**src/rtl/add_simd_ctrl_pkg.sv**
```systemverilog
`default_nettype none
// ============================================================================
// Module   : add_simd_ctrl_pkg
// Brief    : Shared constants for the add_simd sequencer: datapath sizes,
//            per-type adder latencies and FSM state encodings.
// Revision : 1.0 - initial release
// ============================================================================
package add_simd_ctrl_pkg;

    localparam int c_PICTURE_NUM    = 8;
    localparam int c_WIDTH_DATA_OUT = 16;

    // Pipeline depth of the add_simd variants (add_16_16 / Add_34_34)
    localparam int c_ADD_LATENCY_T1 = 2;
    localparam int c_ADD_LATENCY_T2 = 3;

    localparam int c_STATE_W = 2;
    localparam logic [c_STATE_W-1:0] c_IDLE  = 2'd0;
    localparam logic [c_STATE_W-1:0] c_RUN   = 2'd1;
    localparam logic [c_STATE_W-1:0] c_DRAIN = 2'd2;
    localparam logic [c_STATE_W-1:0] c_DONE  = 2'd3;

endpackage
`default_nettype wire

```
**src/rtl/add_simd_ctrl_lat_pipe.sv**
```systemverilog
`default_nettype none
// ============================================================================
// Module   : add_lat_pipe
// Brief    : DEPTH-stage single-bit shift register tracking a pipelined op's
//            latency; asynchronous active-high reset clears every stage.
// Revision : 1.0 - initial release
// ============================================================================
module add_lat_pipe #(
    parameter int DEPTH = 3
) (
    input  logic clk,
    input  logic rst,
    input  logic in,
    output logic out
);

    generate
        if (DEPTH == 1) begin : g_single
            logic r_q;
            always_ff @(posedge clk or posedge rst) begin
                if (rst) r_q <= 1'b0;
                else     r_q <= in;
            end
            assign out = r_q;
        end else begin : g_shift
            logic [DEPTH-1:0] r_q;
            always_ff @(posedge clk or posedge rst) begin
                if (rst) r_q <= '0;
                else     r_q <= {r_q[DEPTH-2:0], in};
            end
            assign out = r_q[DEPTH-1];
        end
    endgenerate

endmodule
`default_nettype wire

```
**src/rtl/add_simd_ctrl.sv**
```systemverilog
`default_nettype none
// ============================================================================
// Module   : add_simd_ctrl
// Brief    : Pops operand pairs into add_simd and writes its sums to the
//            output FIFO, one tile of beat_num beats per start.
//            Optional macro ADD_SIMD_PERF_EN adds stall_cnt / issue_cnt ports.
// Revision : 1.0 - initial release
// ============================================================================
module add_simd_ctrl
    import add_simd_ctrl_pkg::*;
#(
    parameter int RD_LAT      = 1,
    parameter int ADD_LATENCY = c_ADD_LATENCY_T1,
    parameter int CNT_W       = 20
) (
    input  logic             clk,
    input  logic             rst,
    input  logic             start,
    input  logic [CNT_W-1:0] beat_num,
    output logic             busy,
    output logic             done,
    input  logic             one_empty,
    input  logic             two_empty,
    output logic             one_rd_en,
    output logic             two_rd_en,
    input  logic             out_afull,
    output logic             out_wr_en
`ifdef ADD_SIMD_PERF_EN
    ,
    output logic [CNT_W-1:0] stall_cnt,
    output logic [CNT_W-1:0] issue_cnt
`endif
);

    localparam int               c_PIPE_L = RD_LAT + ADD_LATENCY;
    localparam logic [CNT_W-1:0] c_ONE    = {{(CNT_W-1){1'b0}}, 1'b1};

    logic [c_STATE_W-1:0] r_state;
    logic [c_STATE_W-1:0] w_state_nxt;
    logic [CNT_W-1:0]     r_beat_num;
    logic [CNT_W-1:0]     r_issued;
    logic [CNT_W-1:0]     r_written;
    logic                 w_start_ok;
    logic                 w_issue;
    logic                 w_last_issue;
    logic                 w_last_write;

    assign w_start_ok   = start && (r_state == c_IDLE);
    assign w_issue      = (r_state == c_RUN) && !one_empty && !two_empty &&
                          !out_afull && (r_issued < r_beat_num);
    assign w_last_issue = w_issue && ((r_issued + c_ONE) == r_beat_num);
    assign w_last_write = out_wr_en && ((r_written + c_ONE) == r_beat_num);

    // Both FIFOs are always popped together so operand pairs stay aligned
    assign one_rd_en = w_issue;
    assign two_rd_en = w_issue;
    assign busy      = (r_state != c_IDLE);
    assign done      = (r_state == c_DONE);

    add_lat_pipe #(
        .DEPTH (c_PIPE_L)
    ) u_lat_pipe (
        .clk (clk),
        .rst (rst),
        .in  (w_issue),
        .out (out_wr_en)
    );

    always_ff @(posedge clk or posedge rst) begin
        if (rst) r_state <= c_IDLE;
        else     r_state <= w_state_nxt;
    end

    always_comb begin
        w_state_nxt = r_state;
        case (r_state)
            c_IDLE:  if (start) w_state_nxt = (beat_num == '0) ? c_DONE : c_RUN;
            c_RUN:   if (w_last_issue) w_state_nxt = c_DRAIN;
            c_DRAIN: if (w_last_write) w_state_nxt = c_DONE;
            c_DONE:  w_state_nxt = c_IDLE;
            default: w_state_nxt = c_IDLE;
        endcase
    end

    always_ff @(posedge clk or posedge rst) begin
        if (rst) begin
            r_beat_num <= '0;
            r_issued   <= '0;
            r_written  <= '0;
        end else if (w_start_ok) begin
            r_beat_num <= beat_num;
            r_issued   <= '0;
            r_written  <= '0;
        end else begin
            if (w_issue)   r_issued  <= r_issued + c_ONE;
            if (out_wr_en) r_written <= r_written + c_ONE;
        end
    end

`ifdef ADD_SIMD_PERF_EN
    logic [CNT_W-1:0] r_stall_cnt;
    logic [CNT_W-1:0] r_issue_cnt;

    always_ff @(posedge clk or posedge rst) begin
        if (rst) begin
            r_stall_cnt <= '0;
            r_issue_cnt <= '0;
        end else if (w_start_ok) begin
            r_stall_cnt <= '0;
            r_issue_cnt <= '0;
        end else begin
            if ((r_state == c_RUN) && !w_issue && (r_stall_cnt != '1))
                r_stall_cnt <= r_stall_cnt + c_ONE;
            if (w_issue && (r_issue_cnt != '1))
                r_issue_cnt <= r_issue_cnt + c_ONE;
        end
    end

    assign stall_cnt = r_stall_cnt;
    assign issue_cnt = r_issue_cnt;
`endif

endmodule
`default_nettype wire
```
**config.mk**
```make
export PLATFORM = sky130hd
export DESIGN_NAME = add_simd_ctrl
export DESIGN_NICKNAME = d
export VERILOG_FILES = /design/src/rtl/add_simd_ctrl_pkg.sv /design/src/rtl/add_simd_ctrl_lat_pipe.sv /design/src/rtl/add_simd_ctrl.sv
export SDC_FILE = /design/constraint.sdc
export NUM_CORES = 1
export LEC_CHECK = 0
export BUFFER_PORTS_ARGS = -buffer_cell sky130_fd_sc_hd__clkbuf_2
export CORE_ASPECT_RATIO = 1.75
export CORE_MARGIN = 1
export CORE_UTILIZATION = 45
export CTS_BUF_LIST = sky130_fd_sc_hd__clkbuf_4 sky130_fd_sc_hd__clkbuf_8
export DETAILED_ROUTE_END_ITERATION = 12
export GPL_ROUTABILITY_DRIVEN = 0
export PLACE_DENSITY = 0.68
export RECOVER_POWER = 25
export SLEW_MARGIN = 20
export SYNTH_ARGS = -nofsm -noshare
export SYNTH_HDL_FRONTEND = slang
export SYNTH_HIERARCHICAL = 1
export SYNTH_SLANG_ARGS = --single-unit
export TNS_END_PERCENT = 10
```
**constraint.sdc**
```tcl
create_clock -name clk -period 4.6 [get_ports clk]
set_clock_uncertainty 0.2 [all_clocks]
set_input_delay 0 -clock clk [delete_from_list [all_inputs] [get_ports clk]]
set_output_delay 0 -clock clk [all_outputs]
set_load 0.01 [all_outputs]
```
# After elaboration in Yosys (flattened, before gate mapping)
# Index checks and enable logic that the tools add are counted.
# word_totals
reg_bits	65
in_bits	26
out_inout_bits	5
elab_cells	41
# op_classes
addsub	2
order_cmp	1
n_eq_ne	8
n_mux	9
reduce_logical	16
# ops
cell	n
$mux W20	4
$add A20 B1 Y20 const B	2
$eq A20 B20 Y1	2
$logic_not A20 Y1	1
$lt A20 B20 Y1	1
$mux W2	4
$pmux W2 S4	1
$logic_and A1 B1 Y1	7
$ne A2 B2 Y1 const B	3
$reduce_bool A2 Y1	3
$eq A2 B2 Y1 const B	2
$logic_not A1 Y1	3
$reduce_and A3 Y1	1
$eq A2 B1 Y1 const B	1
$logic_not A2 Y1	1

# Longest topological paths before layout
# logic_depth
word_depth	8
depth_mapped	11
ltp_nobuf	10

# Modules after synthesis
# The synthesis kept the hierarchy.
# modules_own_cells
module	n_inst	cells_per_inst	area_per_inst_um2	seq_area_each_um2
add_simd_ctrl	1	542	4594.4	1551.5
add_lat_pipe	1	4	78.8	75.1

# Worst setup path after synthesis
# No wires, ideal clock.
# synth_path
path_kind	register to register
from	register r_beat_num[10]
to	register r_issued[11]
setup_ns	0.132
arrival_time_ns	2.503
required_ns	4.268
path_slack_ns	1.765
path_stages_with_launch	12
n_path_buf	1
period_less_slack_ns	2.835
cell_sequence	dfrtp_1 -> inv_1 -> ha_1 -> and3_1 -> nand4_1 -> a21o_1 -> a311oi_1 -> nor2_1 -> clkbuf_1 -> nand2_1 -> xor2_1 -> nor2_1
# synth_via
elab_chain_cells	3
# synth_rtl
item	line	text
from (decl)	add_simd_ctrl.sv:40	logic [CNT_W-1:0] r_beat_num;
from (signal assigned)	add_simd_ctrl.sv:91	r_beat_num <= beat_num;
$lt A20 B20 Y1	add_simd_ctrl.sv:50	!out_afull && (r_issued < r_beat_num);
$logic_and A1 B1 Y1	add_simd_ctrl.sv:50	
via one_rd_en	add_simd_ctrl.sv:24	output logic one_rd_en,
$reduce_bool A2 Y1 (no line)	n/a	
to (signal assigned)	add_simd_ctrl.sv:95	if (w_issue) r_issued <= r_issued + c_ONE;
to (decl)	add_simd_ctrl.sv:41	logic [CNT_W-1:0] r_issued;
# The timed path passes the listed nets, and every way through them passes these cells.
# A chain may end at the register's enable or synchronous reset.

# Final worst setup path
# layout_path
from	register r_written[0]
to	register r_state[0]
# layout_via
elab_chain_cells	5
# layout_rtl
item	line	text
from (decl)	add_simd_ctrl.sv:42	logic [CNT_W-1:0] r_written;
from (signal assigned)	add_simd_ctrl.sv:96	if (out_wr_en) r_written <= r_written + c_ONE;
$add A20 B1 Y20	add_simd_ctrl.sv:52	assign w_last_write = out_wr_en && ((r_written + c_ONE) == r_beat_num);
$eq A20 B20 Y1	add_simd_ctrl.sv:52	
$logic_and A1 B1 Y1	add_simd_ctrl.sv:52	
$ne A2 B2 Y1 (no line)	n/a	
$reduce_and A3 Y1 (no line)	n/a	
to (signal assigned)	add_simd_ctrl.sv:70	if (rst) r_state <= c_IDLE;
to (signal assigned)	add_simd_ctrl.sv:71	else r_state <= w_state_nxt;
to (decl)	add_simd_ctrl.sv:38	logic [c_STATE_W-1:0] r_state;
# No other way between the ends.

==> out/results.txt <==
Fraction of layout cells with a size suffix above 1 -> 10.53%
Mapped Area -> 0.004673 sq mm
DRC viols -> 0
Row count -> 48
Min setup slack post-route -> 1371 ps
Antenna diode count -> 0
Leading post-synthesis cells by cell area -> dfrtp_1 (35%), xnor2_1 (7.5%), ha_1 (7.2%), xor2_1 (6.9%), o21ai_0 (4.2%)
Unique masters post-synth -> 59
Die H -> 136.8 um
Area grow syn2layout -> 13.12%
Buf+Inv Stages, Crit Path -> 0
Critical path data arrival time -> 3320 ps
Avg Cell Area, Syn -> 8.559 sq um
CTS Root Cell -> clkbuf_8
Min cycle time layout -> 3229 ps
Max-Cap Viols -> 0
Iter 0 DRT Violations -> 237
Placement Cell Area -> 0.004883 sq mm
Syn_nets -> 599
Fmax -> 309.7 MHz
Worst path max stage delay -> 560 ps
Final TNS setup -> 0 ps
Clock Latency Late Sink -> 360 ps
Max H-tree Level -> 3
Clock Sink Count -> 65
DP Wirelength -> 9130 um
Area of the multi-input gates -> 0.002781 sq mm
Dpl ws -> 1422 ps
CTS tree -> built
Commonest cells in the netlist -> dfrtp_1 (65), nor2_1 (50), nand2_1 (47), xnor2_1 (40), o21ai_0 (39)
RSZ-0062 raised after global routing -> no
Power density over cell area -> 415.2 mW/mm^2
Asr flop ratio synth -> 100.0%
Hold Fails Final Rpt -> 0
Final setup fails -> 0
Clk slew on worst S/H paths -> 80 ps
CP startpoint kind -> flip-flop
Worst path top cell family by delay -> simple AND/OR/NAND/NOR gates
Post-synthesis sequential area ratio -> 34.81%
Detailed-route wire length per cell -> 17.36 um
Core area -> 0.009970 sq mm
First-pass GRT wire length -> 20,200 um
Fillers -> 987
Drt first pass iters -> 4
GRT Resource Usage Total -> 24.94%
Initial core utilization -> 46.87%
Crit share post-route -> 70.21%
Die area -> 0.01081 sq mm
Largest net degree at the start of global routing -> 63
Register area -> 0.001627 sq mm
Number of vias per cell -> 5.828
Synth warn -> 6
IO buf count -> 30
Critical path class -> flip-flop to flip-flop
Worst-path maximum fanout -> 6
CTS buffer count -> 9
Fin cells -> 714
Post-synthesis sequential element count -> 65
Yosys top cell by area -> dfrtp_1
Post-Layout Inst Area -> 0.005286 sq mm
Dpl cells -> 677
# resized after CTS -> 0
Main synth FF type -> dfrtp_1
Final WL -> 12,390 um
Utilization after layout -> 53.02%
Max transition margin -> 40.76%
DIE WIDTH -> 79.04 um
Cell breakdown of the critical path -> ha_1 > and3_1 > nand3_2 > o41ai_1 > o22a_1 > o22ai_1 > or4_4 > a2bb2oi_4 > mux2i_1
VDD IR max -> 0.1622 mV
Final Max Tran Viols -> 0
Routed via count -> 4,161
Most common cell in the netlist -> dfrtp_1
Critical Path Sink Type -> flip-flop
Final net count -> 638
Boundary Pins -> 31
Gr ovfl total -> 0
Initial antenna violation count -> 0
Status -> completed
CP max-delay cell -> or4_4
Vias in the first global route -> 4,170
Synth Instances -> 546
CP required -> 4690 ps
Final ANT Viol Nets -> 0
Hold Crit Class -> input pin to flip-flop
Number of flops mapped to enable cells by yosys -> 0
Leakage -> 2.265 nW
Clk buf depth -> 2
Worst slew pin tran -> 888.5 ps
Post-synth top area share -> 34.81%
[worst register-to-register path: cells and delay by family (launching register included)]
family / cells / cell delay [ps]
DFF: 1 / 460
muxes: 1 / 190
adders and majority gates: 1 / 300
AOI/OAI and AO/OA: 4 / 930
and+or+nand+nor: 3 / 1090
[metrics by stage]
stage	total power [mW]	hold slack, ps
final	2.195	37.87
after global routing	2.354	64.59
after CTS	2.203	28.56
after detailed placement	1.701	-319.8
after global placement	1.666	-331.9
after floorplan	1.452	-446.4
[power by group]
group	internal [mW]	switching, mW
Clock	0.244	0.236
Combinational	0.381	0.509
Sequential	0.679	0.145
Total	1.30	0.891
[sequential cells by signal, indices dropped and copies added, names as in the netlist]
name	flops
r_beat_num	20
r_issued	20
r_state	2
r_written	20
u_lat_pipe/g_shift.r_q	3
[worst paths after layout]
path	startpoint	end	slack, ps	depth (start not counted)
max reg2reg	r_written[0]	r_state[0]	1370	9
min reg2reg	u_lat_pipe/g_shift.r_q[1]	u_lat_pipe/g_shift.r_q[2]	160	0
max	r_written[0]	r_state[0]	1370	9
min in group asynchronous	rst	r_issued[0]	210	4
max in group asynchronous	rst	r_beat_num[12]	3460	4
min	start	r_state[1]	40	5
[final cells by class]
cell class	instances	share of cell area, %
Clock buffer	9	2.343
Multi-Input combinational cell	417	52.62
Timing Repair Buffer	57	7.692
Clock inverter	6	1.136
Inverter	35	2.485
Sequential cell	65	30.77
Tap cell	125	2.959
[kinds of logic (layout without fill, tap and decap cells)]
kind of cell	after synthesis	after routing	share of synthesized area [%]
muxes	7	7	1.553
AOI/OAI and AO/OA	96	96	13.17
buffers and inverters	64	107	5.756
DFF	65	65	34.81
and+or+nand+nor	210	210	23.05
xor gates and xnor gates	77	77	14.43
adders and majority gates	27	27	7.229
[repair_timing]
item | in CTS | in global routing
hold buffers | 22 | 0
setup buffers | 0 | 0
endpoints found under the hold margin | 86 | 0
[metal layers]
layer | track usage, % | part of all wire [%] | vias up
li1 | - | - | 1997
met1 | 26.58 | 38 | 2005
met5 | 0 | 0 | -
met2 | 43.30 | 52 | 102
met4 | 18.28 | 6.8 | 0
met3 | 4.533 | 3.0 | 57
[cells in the final DEF, fill, tap and decap left out, types with 21 or more instances in the layout]
cell            n
a21oi_1        21
clkbuf_2       29
dfrtp_1        65
dlygate4sd3_1  22
ha_1           27
inv_1          34
nand2_1        47
nand3_1        24
nor2_1         49
o21ai_0        39
xnor2_1        40
xor2_1         37
(Power assumes the default switching activity.)
